## config.mk

```make
export PLATFORM = sky130hd
export DESIGN_NAME = fetch_pc_ir_unit
export DESIGN_NICKNAME = d
export VERILOG_FILES = /design/src/rtl/fetch_pc_ir_unit_pkg.sv /design/src/rtl/fetch_pc_ir_unit_timeout_counter.sv /design/src/rtl/fetch_pc_ir_unit.sv
export SDC_FILE = /design/constraint.sdc
export NUM_CORES = 1
export LEC_CHECK = 0
export BUFFER_PORTS_ARGS = -buffer_cell sky130_fd_sc_hd__buf_2
export CORE_AREA = 2 2 177 179
export DETAILED_ROUTE_END_ITERATION = 8
export DIE_AREA = 0 0 179 181
export PLACE_DENSITY_LB_ADDON = 0.25
export REMOVE_ABC_BUFFERS = 1
export SLEW_MARGIN = 0
export SYNTH_ARGS = -nofsm -noshare
export SYNTH_HDL_FRONTEND = slang
export SYNTH_SLANG_ARGS = --single-unit
export TNS_END_PERCENT = 10
```

## constraint.sdc

```tcl
create_clock -name clock -period 3.7 [get_ports clock]
set_input_delay 0 -clock clock [delete_from_list [all_inputs] [get_ports clock]]
set_output_delay 0 -clock clock [all_outputs]
set_load 0.01 [all_outputs]
```

## src/rtl/fetch_pc_ir_unit_pkg.sv

```systemverilog
// Shared types for the LEGv8 fetch unit: PC-select encodings, fetch FSM states, bus widths.
package fetch_pc_ir_unit_pkg;

  localparam int unsigned INSTR_W = 32;
  localparam int unsigned ADDR_W  = 64;

  typedef enum logic [1:0] {
    PS_HOLD = 2'b00,
    PS_INC  = 2'b01,
    PS_LOAD = 2'b10,
    PS_REL  = 2'b11
  } ps_e;

  typedef enum logic [1:0] {
    IDLE  = 2'b00,
    WAIT  = 2'b01,
    FAULT = 2'b10
  } state_e;

endpackage

```

## src/rtl/fetch_pc_ir_unit_timeout_counter.sv

```systemverilog
// Wait-cycle watchdog: counts outstanding-fetch cycles and flags when the limit is reached.
module fetch_timeout_counter #(
  parameter int unsigned TIMEOUT_CYCLES = 255,
  parameter int unsigned CNT_W          = 16
) (
  input  logic clock,
  input  logic reset,
  input  logic clear,
  input  logic enable,
  output logic expired
);

  logic [CNT_W-1:0] cnt;

  always_ff @(posedge clock or negedge reset) begin
    if (!reset) begin
      cnt <= '0;
    end else if (clear) begin
      cnt <= '0;
    end else if (enable) begin
      cnt <= cnt + CNT_W'(1);
    end
  end

  assign expired = (cnt == CNT_W'(TIMEOUT_CYCLES));

endmodule

```

## src/rtl/fetch_pc_ir_unit.sv

```systemverilog
// PC and instruction register for the LEGv8 control unit, with a req/valid fetch
// handshake, timeout watchdog and sticky fault.
module fetch_pc_ir_unit
  import fetch_pc_ir_unit_pkg::*;
#(
  parameter logic [63:0] RESET_PC       = 64'h0,
  parameter int unsigned TIMEOUT_CYCLES = 255,
  parameter int unsigned CNT_W          = 16
) (
  input  logic        clock,
  input  logic        reset,
  input  logic        il,
  input  logic [1:0]  ps,
  input  logic        pc_sel,
  input  logic [63:0] reg_a,
  input  logic [63:0] constant,
  output logic        imem_req,
  output logic [63:0] imem_addr,
  input  logic [31:0] imem_rdata,
  input  logic        imem_valid,
  output logic [31:0] instr,
  output logic [63:0] pc,
  output logic [63:0] pc_instr,
  output logic [63:0] pc_plus4,
  output logic        stall,
  output logic        fetch_fault
);

  state_e              state, state_n;
  logic [ADDR_W-1:0]   pc_n, pc_instr_n, target;
  logic [INSTR_W-1:0]  instr_n;
  logic                accept, cnt_clear, cnt_en, expired;

  fetch_timeout_counter #(
    .TIMEOUT_CYCLES (TIMEOUT_CYCLES),
    .CNT_W          (CNT_W)
  ) u_timeout (
    .clock   (clock),
    .reset   (reset),
    .clear   (cnt_clear),
    .enable  (cnt_en),
    .expired (expired)
  );

  // Gating with reset drops the request the instant reset asserts.
  assign imem_req    = reset & il & (state != FAULT);
  assign imem_addr   = pc;
  assign accept      = imem_req & imem_valid;
  assign stall       = reset & ((imem_req & ~imem_valid) | (state == FAULT));
  assign pc_plus4    = pc_instr + 64'd4;
  assign fetch_fault = (state == FAULT);
  assign target      = pc_sel ? constant : reg_a;

  // Next-state and datapath update.
  always_comb begin
    state_n    = state;
    pc_n       = pc;
    pc_instr_n = pc_instr;
    instr_n    = instr;
    cnt_clear  = 1'b0;
    cnt_en     = 1'b0;
    if (accept) begin
      instr_n    = imem_rdata;
      pc_instr_n = pc;
      pc_n       = pc + 64'd4;
      state_n    = IDLE;
      cnt_clear  = 1'b1;
    end else begin
      unique case (state)
        IDLE: begin
          if (il) begin
            state_n = WAIT;
            cnt_en  = 1'b1;
          end else begin
            unique case (ps_e'(ps))
              PS_HOLD: pc_n = pc;
              PS_INC:  pc_n = pc + 64'd4;
              PS_LOAD: begin
                // Misaligned register/absolute targets are unrecoverable.
                if (target[1:0] != 2'b00) state_n = FAULT;
                else                      pc_n    = target;
              end
              PS_REL:  pc_n = pc_instr + {constant[61:0], 2'b00};
              default: pc_n = pc;
            endcase
          end
        end
        WAIT: begin
          if (!il) begin
            state_n   = IDLE;
            cnt_clear = 1'b1;
          end else if (expired) begin
            state_n = FAULT;
          end else begin
            cnt_en = 1'b1;
          end
        end
        FAULT:   state_n = FAULT;
        default: state_n = IDLE;
      endcase
    end
  end

  always_ff @(posedge clock or negedge reset) begin
    if (!reset) begin
      state    <= IDLE;
      pc       <= RESET_PC;
      pc_instr <= '0;
      instr    <= '0;
    end else begin
      state    <= state_n;
      pc       <= pc_n;
      pc_instr <= pc_instr_n;
      instr    <= instr_n;
    end
  end

endmodule

```

==> results by group, run 1 <==
Drt
  • Final wirelength: 62.9 mm
  • ANT nets after route: 0
  • Via count: 17200
  • Routed len/inst: 22.4 µm
  • DR DRC count: 0
  • Detailed-router iteration count before antenna repair: 8
  • Drt initial violations: ~2100
  • Via density: 6.15

Global route
  • First-pass GRT wire length: roughly 95 mm
  • Largest net degree at the start of global routing: 70
  • Global route total overflow: 0
  • Initial antenna violation count: 1
  • Tot GR Track Use: 38.2%
  • Number of global-route vias before repair: 16400

CTS
  • Clock transition at path regs: 0.08 ns
  • Root buffer cell: clkbuf_16
  • Clock latency on the worst-skew pair: about 0.45 ns
  • CTS tree: yes
  • CTS Buf Count: 17
  • Clk sinks: 178
  • Clock tree buffer depth: 2
  • Number of post-CTS setup repair buffers: 0
  • # H-tree levels: 4

Place
  • Final HPWL DP: approximately 47 mm
  • # port buffers: 457
  • Pre-CTS setup slack: 0.471 ns
  • Final Wtd Congestion: ~1

Status
  • Outcome: complete, no violations

Synth
  • Async set or reset register ratio after synthesis: between 90% and 100%
  • #FFs+latches synth: 178
  • Synth warn: 0
  • Count of cell types in the netlist: 89
  • Sequential element share of the synthesized area: 29.6%
  • Synth Instances: between 1500 and 2000
  • Mean Syn Cell Area: 7.66 µm²
  • Post-Syn Area: 15100 µm²
  • EDFF count, synth: 0
  • Top_reg_cell synth: dfrtp_1

Setup path
  • CP Launch Type: register
  • Critical path class: reg2out
  • Slowest cell delay on critical path: ~0.47 ns
  • Critical path peak fanout: 7
  • Cell Chain, Critical Path: and3_1 > and3_1 > nand3_1 > nor3_1 > nand3b_1 > nor2_1 > nand4_1 > nor2_1 > xor2_1 > buf_2
  • CP Capture Type: output port
  • WP data required: between 3 and 4 ns
  • Crit path DAT: approximately 3.4 ns
  • Slowest CP cell: dfrtp_1

Die
  • Die height: 181 µm
  • Row cnt: 64
  • Die X: between 150 and 200 µm
  • Die Area: 32400 µm²
  • Core area: 30300 µm²
  • Initial core utilization: 49.6%
  • I/O Pins: 458

Power and ir drop
  • LEAKAGE: slightly above 9 nW
  • Pwr dens: approximately 600 nW/µm²
  • Design Power: 11.5 mW
  • Worst vdd rail ir drop: about 0.00031 V

Timing
  • RSZ-0062 raised after global routing: no
  • Final Worst Setup Slack: slightly below 0.3 ns
  • Slew @ Worst Pin: ~0.94 ns
  • Fmax: 294 MHz
  • Post-route minimum period: around 3.4 ns
  • Setup violations, final: 0
  • Clock skew: 0.0123 ns
  • Final hold violations: 0
  • Final period util: 92.0%
  • Max_slew headroom: 37.1%
  • Setup tns final: 0 ns
  • Pins Over Slew Limit: 0

Finish
  • Most frequent cells in the layout: 455 x buf_2, 433 x nand2_1, 178 x dfrtp_1
  • Syn-to-layout area delta: 23.3%
  • Fillers: 2742
  • Proportion of layout cells with a drive suffix above 1: 24.3%
  • Commonest non-fill, non-tap cell in the layout: buf_2
  • Nets: 2625

Flow run
  • Max cap viols: 0

Worst hold path
  • Hold Path Class: in2reg
-- cell type report --
class,count,area [µm²],area share (%)
clock buffers,17,425,2.29
inverters,28,105,0.566
well taps,396,495,2.67
multi-input cells,1600,9640,51.9
clock inverters,14,176,0.950
diodes,1,2.50,0.0135
repair buffers,568,3270,17.6
flip-flops and latches,178,4450,24.0
-- Yosys cell counts (all sizes together), types with 12 or more instances --
library cell  count  share of area [%]
o21ai           140                4.7
and2             15               0.66
o21a             12               0.60
nand3            70                2.5
dfrtp           178                 30
nor3             43                1.5
nand2           434                 11
a21oi           134                4.5
clkbuf           83                2.3
nor4             13               0.82
a211oi           17               0.85
buf              78                3.7
o211ai           15               0.78
nor2            141                3.5
ha               64                5.3
xor2             51                3.0
o21bai           13               0.67
a31oi            16               0.66
xnor2            77                4.5
inv              27               0.67
mux2i            63                4.2
nand4            42                1.8
o22ai            21               0.87
a21o             39                1.9
and3             41                1.7
-- report_power, final --
group          leakage [nW]  switching (mW)  internal (mW)  total [mW]
logic                  6.74            3.53           2.40        5.94
clock network         0.297           0.898           1.08        1.97
registers              2.23            1.09           2.48        3.57
total                  9.27            5.52           5.96        11.5
-- metal layers --
metal  routed length [µm]  global-route usage, %  up-vias  part of all wire, %
li1                     -                      -     7786                    -
met2                28700                   61.0     1118                   46
met1                24900                   50.5     8129                   40
met3                 6500                   7.49      201                   10
met4                 2760                   15.5        0                  4.4
met5                    0                      0        -                    0
-- repair_timing --
item / CTS / global route
gates resized for setup: 1 / 3
endpoints found under the hold margin: 104 / 0
setup endpoints to repair: 1 / 6
hold buffers: 57 / 0
-- state kept, by name, summed over array words and instances, names as in the netlist --
name           count
pc_instr          64
imem_addr         64
state              2
instr             32
u_timeout.cnt     16
-- worst max-delay path, delay by kind of cell, from the launching register on --
| family | cells | cell delay [ns] |
|---|---|---|
| xor gates and xnor gates | 1 | 0.15 |
| buffers and inverters | 1 | 0.14 |
| DFF | 1 | 0.47 |
| and+or+nand+nor | 8 | 2.19 |
-- cell families after synthesis --
kind of cell    after synthesis  synth area share [%]
mux                          67                  4.49
buf+inv                     189                  6.65
flops                       178                  29.6
simple gates                855                  26.2
compound gates              485                  20.2
xor+xnor                    128                  7.44
fa+ha+maj                    65                  5.45
-- final timing paths --
path                                          start                        end  slack (ns)  cells past startpoint
max                         pc_instr[5]$_DFFE_PN0P_               pc_plus4[60]        0.30                     10
min                                       reg_a[44]  imem_addr[44]$_DFFE_PN0P_        0.02                      5
max reg2reg                pc_instr[16]$_DFFE_PN0P_  imem_addr[63]$_DFFE_PN0P_        0.33                     11
min reg2reg                    instr[6]$_DFFE_PN0P_       instr[6]$_DFFE_PN0P_        0.48                      2
max in group asynchronous                     reset   pc_instr[53]$_DFFE_PN0P_        2.08                      4
min in group asynchronous                     reset      instr[14]$_DFFE_PN0P_        0.25                      3
-- metrics by stage --
| step | utilization, % | cells | hold WS, ns | cell area, µm² |
|---|---|---|---|---|
| after global routing | 61.2 | 2802 | 0.0329 | 18600 |
| after CTS | 61.1 | 2801 | 0.00323 | 18500 |
| after floorplan | - | 1806 | -0.296 | 14200 |
| final | 61.2 | 2802 | 0.0163 | 18600 |
| after global placement | 57.2 | 2713 | 0.188 | 17400 |
| after detailed placement | 57.2 | 2713 | 0.194 | 17400 |
Power figures use the tool's default switching activity.
==> run 2, diff against run 1 <==
--- a/constraint.sdc
+++ b/constraint.sdc
@@ -3,2 +3,2 @@
 set_output_delay 0 -clock clock [all_outputs]
-set_load 0.01 [all_outputs]
+set_load 0.005 [all_outputs]
==> run 2 against run 1 <==
First-iteration DRC count shrank 6.6%. Worst setup slack lost 0.19 ns. Power shrank 4.6%. Combinational power shrank 6.7%. Final cell count is essentially flat. Sequential power shrank 1%. Hold slack lost 0.0092 ns. Register-to-register slack lost 0.08 ns. Critical path type unchanged.
==> results by group, run 2 (synthesized netlist as in run 1, its figures left out) <==
CTS
  • Clock latency on the worst-skew pair: 0.46 ns
  • # H-tree levels: 4
  • Clock transition at path regs: roughly 0.08 ns
  • CTS tree: yes
  • Clock tree buffer depth: 2
  • CTS Buf Count: 17
  • Root buffer cell: clkbuf_16
  • Clk sinks: 178
  • Number of post-CTS setup repair buffers: 0

Timing
  • RSZ-0062 raised after global routing: yes
  • Hold_ws: 0.00706 ns
  • Clock skew: 0.0135 ns
  • Slew @ Worst Pin: ~0.94 ns
  • Max_slew headroom: 37.4%
  • Pins Over Slew Limit: 0
  • Final period util: between 90 and 100%
  • Setup violations, final: 0
  • Final hold violations: 0
  • Setup tns final: 0 ns
  • Post-route minimum period: 3.60 ns
  • Final Worst Setup Slack: 0.105 ns
  • Fmax: 278 MHz

Die
  • Die X: roughly 180 µm
  • Initial core utilization: 49.6%
  • Die Area: 32400 µm²
  • I/O Pins: 458
  • Core area: 30300 µm²
  • Die height: approximately 180 µm
  • Row cnt: 64

Finish
  • Most frequent cells in the layout: 455 x buf_2, 433 x nand2_1, 178 x dfrtp_1
  • Fillers: about 2800
  • Syn-to-layout area delta: 22.9%
  • Antenna cells: 0
  • Sequential Area: 4450 µm²
  • Commonest non-fill, non-tap cell in the layout: buf_2
  • Proportion of layout cells with a drive suffix above 1: approximately 24%
  • Finished Cell Area: 18500 µm²
  • Area of the multi-input gates: between 9000 and 10000 µm²
  • Nets: between 2000 and 3000

Drt
  • Drt initial violations: 1946
  • Routed len/inst: 22.4 µm
  • Via density: about 6.1
  • Via count: between 15000 and 20000
  • DR DRC count: 0
  • Detailed-router iteration count before antenna repair: 8
  • Final wirelength: about 63 mm
  • ANT nets after route: 0

Place
  • Final Wtd Congestion: 0.968
  • Pre-CTS setup slack: 0.461 ns
  • Final HPWL DP: 46.7 mm
  • Area after DPL: 17400 µm²
  • # port buffers: approximately 460

Power and ir drop
  • LEAKAGE: 9.23 nW
  • Pwr dens: between 500 and 600 nW/µm²
  • Worst vdd rail ir drop: 0.000352 V

Worst hold path
  • Worst hold endpoint: imem_addr[33]$_DFFE_PN0P_
  • Hold path depth: 5
  • Beginning of the worst hold path: constant[33]
  • Hold Path Class: in2reg

Global route
  • Initial antenna violation count: 1
  • Global route total overflow: 0
  • First-pass GRT wire length: 95.4 mm
  • Largest net degree at the start of global routing: 74
  • Number of global-route vias before repair: between 15000 and 20000
  • Tot GR Track Use: between 30% and 40%

Setup path
  • Slowest CP cell: dfrtp_1
  • WP data required: 3.70 ns
  • Worst r2r src: pc_instr[31]$_DFFE_PN0P_
  • R2R depth: 10
  • Slowest cell delay on critical path: 0.49 ns
  • Crit path DAT: approximately 3.6 ns
  • CP Capture Type: output port
  • R2r endpoint: imem_addr[52]$_DFFE_PN0P_
  • CP Launch Type: register
  • Critical path peak fanout: 8
  • Critical path class: reg2out
  • Cell Chain, Critical Path: and4_1 > and3_1 > nand3_1 > nor3_2 > nand3b_1 > nor2_1 > nand4_1 > nor2_1 > xnor2_1 > buf_2
  • Cell mode on critical path: nor2_1
  • FF-to-FF setup slack: 0.25 ns

Status
  • Outcome: complete, no violations

Flow run
  • Max cap viols: 0
==> run 2: cell type report <==
type | count | area share [%]
repair buffers | 566 | 17.6
flip-flops and latches | 178 | 24.1
clock inverters | 13 | 0.730
multi-input cells | 1600 | 52.0
clock buffers | 19 | 2.39
well taps | 396 | 2.68
inverters | 28 | 0.568
==> run 2: through the flow <==
stage,instances,utilization (%),power (mW)
3_3_place_gp,2713,57.2,8.85
3_5_place_dp,2713,57.2,8.90
5_1_grt,2800,61.0,11.7
4_1_cts,2800,61.0,10.8
6_report,2800,61.0,11.0
2_1_floorplan,1806,-,6.39
==> run 2: worst max-delay path, delay by kind of cell (launching register included) <==
family,cells,cell delay (ns)
xor gates and xnor gates,1,0.14
buffers and inverters,1,0.14
DFF,1,0.49
and+or+nand+nor,8,2.36
==> run 2: worst max path at each step <==
| stage | cells after the start | from | to | slack [ns] |
|---|---|---|---|---|
| floorplan | 9 | state[0]$_DFFE_PN0P_ | imem_addr[61]$_DFFE_PN0P_ | -1.35 |
| global placement | 10 | pc_instr[31]$_DFFE_PN0P_ | imem_addr[52]$_DFFE_PN0P_ | 0.50 |
| detailed placement | 10 | pc_instr[28]$_DFFE_PN0P_ | imem_addr[41]$_DFFE_PN0P_ | 0.46 |
| CTS | 10 | pc_instr[23]$_DFFE_PN0P_ | pc_plus4[63] | 0.10 |
| global route | 10 | pc_instr[23]$_DFFE_PN0P_ | pc_plus4[60] | -0.01 |
| finish | 10 | pc_instr[23]$_DFFE_PN0P_ | pc_plus4[62] | 0.10 |
==> run 2: metal layers <==
layer	vias to the layer above	GRT usage, %	part of all wire [%]
met5	-	0	0
met4	0	15.5	4.4
met3	192	7.64	10
met2	1060	61.4	46
met1	8167	50.3	40
li1	7777	-	-
==> run 2: where the power goes <==
part	switching [mW]	internal [mW]	total, mW
clock network	0.970	0.921	1.89
logic	3.15	2.39	5.54
registers	1.04	2.48	3.52
total	5.16	5.79	11.0
==> run 2: repair_timing <==
action                                  in CTS  in global routing
endpoints found under the hold margin      103                  0
endpoints found under the setup margin       0                  4
hold buffers                                55                  0
gates resized for setup                      0                  3
